<file path="config.mk">
export PLATFORM = sky130hd
export DESIGN_NAME = nv_fifo_rwsp_32x256_ctrl
export DESIGN_NICKNAME = d
export VERILOG_FILES = /design/src/rtl/nv_fifo_rwsp_32x256_ctrl.sv
export SDC_FILE = /design/constraint.sdc
export NUM_CORES = 1
export LEC_CHECK = 0
export CORE_AREA = 2 2 409 411
export DETAILED_ROUTE_END_ITERATION = 10
export DIE_AREA = 0 0 411 413
export SLEW_MARGIN = 10
export SYNTH_ARGS = -nofsm -noshare
export SYNTH_HDL_FRONTEND = slang
export SYNTH_SLANG_ARGS = --single-unit
</file>
<file path="constraint.sdc">
create_clock -name nvdla_core_clk -period 3.5 [get_ports nvdla_core_clk]
set_clock_uncertainty 0.15 [all_clocks]
set_input_delay 0.35 -clock nvdla_core_clk [delete_from_list [all_inputs] [get_ports nvdla_core_clk]]
set_output_delay 0.35 -clock nvdla_core_clk [all_outputs]
set_load 0.02 [all_outputs]
</file>
<file path="src/rtl/nv_fifo_rwsp_32x256_ctrl.sv">
`default_nettype none
// ============================================================================
// Module      : nv_fifo_rwsp_32x256_ctrl
// Description : Valid/ready FIFO controller for an external DEPTH x DW
//               two-port RAM with a registered read address (ram_re) and a
//               registered output (ram_ore). Turns the two-stage RAM read
//               pipeline into a stallable, full-throughput pop interface.
// Revision    : 1.0 - initial release
// ============================================================================
module nv_fifo_rwsp_32x256_ctrl #(
    parameter int DEPTH = 32,
    parameter int AW    = 5,
    parameter int DW    = 256
) (
    input  logic          nvdla_core_clk,
    input  logic          nvdla_core_rstn,
    input  logic          wr_pvld,
    output logic          wr_prdy,
    input  logic [DW-1:0] wr_pd,
    output logic          rd_pvld,
    input  logic          rd_prdy,
    output logic [DW-1:0] rd_pd,
    output logic [AW-1:0] ram_wa,
    output logic          ram_we,
    output logic [DW-1:0] ram_di,
    output logic [AW-1:0] ram_ra,
    output logic          ram_re,
    output logic          ram_ore,
    input  logic [DW-1:0] ram_dout,
    output logic [AW:0]   fifo_count
);

    localparam logic [AW:0]   CNT_FULL = (AW+1)'(DEPTH);
    localparam logic [AW:0]   CNT_ONE  = (AW+1)'(1);
    localparam logic [AW-1:0] ADR_ONE  = AW'(1);

    logic [AW-1:0] wr_adr;
    logic [AW-1:0] rd_adr;
    logic [AW:0]   rd_avail;   // written but not yet address-issued
    logic          s1_vld;     // RAM read address latched and live
    logic          s2_vld;     // RAM output register holds unpopped data
    logic          push;

    // Ready comes from the registered count only, so a same-cycle capture
    // never lets a push into a full FIFO.
    assign wr_prdy = (fifo_count != CNT_FULL);
    assign push    = wr_pvld & wr_prdy;

    assign ram_we  = push;
    assign ram_wa  = wr_adr;
    assign ram_di  = wr_pd;

    // Output register advances when it is empty or being popped; the read
    // address advances only when the latched one is free or being captured.
    assign ram_ore = s1_vld & (~s2_vld | rd_prdy);
    assign ram_re  = (rd_avail != '0) & (~s1_vld | ram_ore);
    assign ram_ra  = rd_adr;

    assign rd_pvld = s2_vld;
    assign rd_pd   = ram_dout;

    // Write address advances on every accepted push, wrapping naturally.
    always_ff @(posedge nvdla_core_clk or negedge nvdla_core_rstn) begin
        if (!nvdla_core_rstn) begin
            wr_adr <= '0;
        end else if (push) begin
            wr_adr <= wr_adr + ADR_ONE;
        end
    end

    // Read address advances on every issued RAM read.
    always_ff @(posedge nvdla_core_clk or negedge nvdla_core_rstn) begin
        if (!nvdla_core_rstn) begin
            rd_adr <= '0;
        end else if (ram_re) begin
            rd_adr <= rd_adr + ADR_ONE;
        end
    end

    // Entries available for address issue: +1 on push, -1 on read issue.
    always_ff @(posedge nvdla_core_clk or negedge nvdla_core_rstn) begin
        if (!nvdla_core_rstn) begin
            rd_avail <= '0;
        end else begin
            case ({push, ram_re})
                2'b10:   rd_avail <= rd_avail + CNT_ONE;
                2'b01:   rd_avail <= rd_avail - CNT_ONE;
                default: rd_avail <= rd_avail;
            endcase
        end
    end

    // Occupancy: a slot is released only once its data is captured by ore.
    always_ff @(posedge nvdla_core_clk or negedge nvdla_core_rstn) begin
        if (!nvdla_core_rstn) begin
            fifo_count <= '0;
        end else begin
            case ({push, ram_ore})
                2'b10:   fifo_count <= fifo_count + CNT_ONE;
                2'b01:   fifo_count <= fifo_count - CNT_ONE;
                default: fifo_count <= fifo_count;
            endcase
        end
    end

    // Read pipeline stage valids.
    always_ff @(posedge nvdla_core_clk or negedge nvdla_core_rstn) begin
        if (!nvdla_core_rstn) begin
            s1_vld <= 1'b0;
            s2_vld <= 1'b0;
        end else begin
            s1_vld <= ram_re  | (s1_vld & ~ram_ore);
            s2_vld <= ram_ore | (s2_vld & ~rd_prdy);
        end
    end

endmodule
`default_nettype wire

</file>
# Word-level counts from Yosys, hierarchy flattened
# Index checks and enable logic that the tools add are counted.
[word_totals]
regBits = 24
input_bits = 516
output_inout_bits = 533
[op_classes]
addsub = 6
eq_ne = 5
n_mux = 2
bitwise_logic = 13
n_reduce_logical = 3
[ops]
columns = ["operator", "count"]
rows = [
  ["one-hot mux 6 bit (2 select lines)", 2],
  ["adder 6 x 1 -> 6 bit (second input constant)", 2],
  ["subtractor 6 x 1 -> 6 bit (second input constant)", 2],
  ["adder 5 x 1 -> 5 bit (second input constant)", 2],
  ["inequality test 6 bit (second input constant)", 1],
  ["nonzero test 6 bit", 1],
  ["bitwise AND 1 bit", 5],
  ["equality test 2 x 1 -> 1 bit (second input constant)", 2],
  ["equality test 2 bit (second input constant)", 2],
  ["NOT 1 bit", 4],
  ["OR 1 bit", 4],
  ["nonzero test 2 bit", 2],
]

# Logic depth before layout (Yosys ltp)
[logic_depth]
word_depth = 7
ltp_mapped = 9

# Worst setup path before layout
# No wires, ideal clock.
[synth_timing]
path_type = "reg-to-reg"
start = "reg fifo_count[0]"
end = "reg fifo_count[5]"
setup_ns = 0.111
arrival_ns = 2.635
path_slack_ns = 0.604
stages_incl_launch_ff = 10
path_buffers = 0
cell_sequence = "dfrtp_1 -> nor4_1 -> nand2_1 -> nand2_1 -> ha_1 -> ha_1 -> a211oi_2 -> nor2_1 -> mux2_1 -> a2111oi_2"
[synth_via]
elab_chain_len = 4
word_cells_on_any_way = 8
classes_between = "2 x add/sub; 3 x eq/ne; 1 x mux; 1 x bitwise; 1 x reduce/logical"
[synth_rtl]
columns = ["item", "line_no", "text"]
rows = [
  ["start, declared", "30", "output logic [AW:0] fifo_count"],
  ["start signal, assigned", "99", "2'b10: fifo_count <= fifo_count + CNT_ONE;"],
  ["start signal, assigned", "100", "2'b01: fifo_count <= fifo_count - CNT_ONE;"],
  ["start signal, assigned", "101", "default: fifo_count <= fifo_count;"],
  ["inequality test 6 bit *", "46", "assign wr_prdy = (fifo_count != CNT_FULL);"],
  ["net wr_prdy", "18", "output logic wr_prdy,"],
  ["bitwise AND 1 bit *", "47", "assign push = wr_pvld & wr_prdy;"],
  ["equality test 2 x 1 -> 1 bit / equality test 2 bit (equally long branches)", "98", "case ({push, ram_ore})"],
  ["one-hot mux 6 bit (2 select lines) / nonzero test 2 bit (equally long branches)", "-", ""],
]
# Mark *: on every way through the listed nets, which the timed path passes. The rest lies on a longest branch.
# A chain may end at the register's enable or synchronous reset.

# Worst setup path in the final report
[layout_timing]
start = "reg rd_avail[0]"
end = "reg rd_avail[5]"
[layout_via]
elab_chain_len = 4
word_cells_on_any_way = 8
classes_between = "2 x add/sub; 2 x eq/ne; 1 x mux; 1 x bitwise; 2 x reduce/logical"
[layout_rtl]
columns = ["item", "line_no", "text"]
rows = [
  ["start, declared", "39", "logic [AW:0] rd_avail;"],
  ["start signal, assigned", "86", "2'b10: rd_avail <= rd_avail + CNT_ONE;"],
  ["start signal, assigned", "87", "2'b01: rd_avail <= rd_avail - CNT_ONE;"],
  ["start signal, assigned", "88", "default: rd_avail <= rd_avail;"],
  ["parallel branches: the longest is 4 deep, another holds subtractor 6 x 1 -> 6 bit", "-", ""],
]
# Several ways; the timed one is not identified.

==> flow_summary.toml <==
[status]
status = "complete, no violations"

[critical_path]
path_depth = 8
reg2regPathDepth = 8
required_ns = 3.56
cp-end-kind = "flop"
cpMostUsedCell = "ha_1"
worst_path_dominant_cell_family = "simple AND/OR/NAND/NOR gates"
cp.arrival_ns = 3.14
path_buf_inv = 0
start_kind = "flop"
critical_path_class = "reg -> reg"
cp_max_fo = 9
path_cells = "nor4_1, a22oi_2, ha_1, ha_1, o211ai_1, nor2_1, mux2_4, a2111oi_2"
crit_path_top_delay_cell = "nor4_1"
max_stage_delay_ns = 0.49

[power_and_ir_drop]
leakagePower_nw = 0.770
pwr_density_cell_nw_per_um2 = 454
p_total_mw = 2.05
ir_worst_vdd_mv = 0.189

[routing]
drt-initial-drc-count = 143
via_count = 2264
drt_wl_total_um = 103000
drc = 0
drtPass1Iterations = 4
avgViaCountPerCell = 0.960
detail-route-antenna-nets = 0
post_drt_wl_per_cell_um = 43.8

[placed_design]
place_area_um2 = 4420
port_buffers = 24
dp_slack_ns = 0.369
hpwl_um = 100000
dp_cells = 2354
place_congestion = 0.908

[synth]
postSynthAreaPerCell_um2 = 8.23
synth-seq-cells = 24
ys_warn_count = 0
synth_cell_types = 29
synth_nets = 1168
ys_seq_area_share_pct = 11.4
netlist_instances = 638
syn_area_um2 = 5250

[grt]
grt_start_max_net_pins = 25
grt_pass1_vias = 2096
grt_pass1_wl_um = 107000
track_usage_pct = 11.6
grt.overflow.total = 0
antenna_found_initial = 2

[clock_tree]
insertion_delay_ns = 0.31
root_buffer = "clkbuf_16"
hold_buffers = 0
htree_levels = 1
clk_pin_slew_ns = 0.11
cts_tree = "done"
clock_path_buffers = 2
cts_made_buffers = 3
ctsResizeCount = 0
cts_num_sinks = 24
cts_setup_buffers = 0

[timing]
setup_ws_ns = 0.420
fin_crit_ns = 3.08
timing.final.crit_share_pct = 88.0
fin_setup_tns_ns = 0
relSlewSlack_pct = 61.6
max_slew.worst_pin.slew_ns = 0.574
hold_slack_ns = 0.273
setup_viol = 0
timing.fmax_mhz = 325
rsz0062_at_grt = "false"
hold_viol = 0
slew_viol_final = 0

[finish]
num_antenna_cells = 0
synthToLayoutAreaGrowth_pct = -14.0
fin_area_um2 = 4520
fin_cells = 2358
layout_common_cells = "dfrtp_1, clkdlybuf4s50_1, ha_1"
postLayoutCoreUtil_pct = 2.72
drive_above_1_share_pct = 11.0
final_nets = 685

[die]
core_um2 = 166000
die_y_um = 413
die_area_um2 = 170000
die_x_um = 411
rows = 150
ios = 1049
initial_core_util_pct = 3.17

[run]
maxCapViolCount = 0

[hold_path]
hold_class = "in -> async"
flip-flops by register name, indices dropped and copies added (netlist names):
name and cells:
ram_wa 5, s1_vld 1, fifo_count 6, rd_avail 6, rd_pvld 1, ram_ra 5
cells in the mapped netlist (all sizes together):
master     n  area share [%]
o21ai      8            0.76
nor3b      4            0.57
nand2b     2            0.24
dfrtp     24              11
o211ai     2            0.29
fa         2            0.76
nor4       2            0.24
a211oi     2            0.48
nand3      1           0.095
xor2       6             1.0
buf      512              73
o21bai     2            0.29
a21oi      6            0.57
nand4b     2            0.33
clkbuf     2            0.14
and2       1            0.12
xnor2     10             1.7
a2111oi    2            0.57
a22oi      1            0.24
nand2     11            0.79
nand4      4            0.48
ha        12             2.9
a21o       4            0.57
nor2b      6            0.71
inv        1           0.071
mux2       6             1.4
nor2       3            0.21
layer usage:
layer	track usage, %	wire length (µm)
met1	1.38	4940
met2	18.4	46600
met3	26.1	48400
met4	2.68	2760
met5	1.98	461
cells by family (layout without fill, tap and decap cells):
| logic type | count (synthesis) | count (layout) | share of synthesized area (%) |
|---|---|---|---|
| buffers and inverters | 515 | 31 | 73.4 |
| AND/OR/NAND/NOR | 36 | 36 | 3.79 |
| AO/OA/AOI/OAI | 27 | 27 | 3.76 |
| flip-flops | 24 | 24 | 11.4 |
| XOR/XNOR | 16 | 16 | 2.67 |
| adder cells (fa/ha/maj) | 14 | 14 | 3.62 |
| multiplexers | 6 | 6 | 1.36 |
cell type report:
class / count / area, µm²
Fill cell: 19900 / 161000
Multi-Input combinational cell: 99 / 798
Timing Repair Buffer: 26 / 255
Sequential cell: 24 / 601
Inverter: 1 / 3.75
Clock inverter: 1 / 30.0
Tap cell: 2204 / 2760
Clock buffer: 3 / 75.1
path summary, 6_finish.rpt:
| check | slack, ns | end | start |
|---|---|---|---|
| max | 0.42 | rd_avail[5] | rd_avail[0] |
| min | 0.27 | ram_wa[0] | nvdla_core_rstn |
| max reg2reg | 0.42 | rd_avail[5] | rd_avail[0] |
| min reg2reg | 0.32 | ram_wa[4] | ram_wa[4] |
| max in group asynchronous | 2.48 | fifo_count[2] | nvdla_core_rstn |
| min in group nvdla_core_clk | 0.32 | ram_wa[4] | ram_wa[4] |
report_power, final:
group	leakage, nW	switching, mW	total, mW	internal [mW]
Sequential	0.280	0.172	0.586	0.414
Combinational	0.439	0.548	1.04	0.492
Clock	0.0511	0.194	0.425	0.231
Total	0.770	0.914	2.05	1.14
No activity file was read; power rests on OpenSTA's default activity.
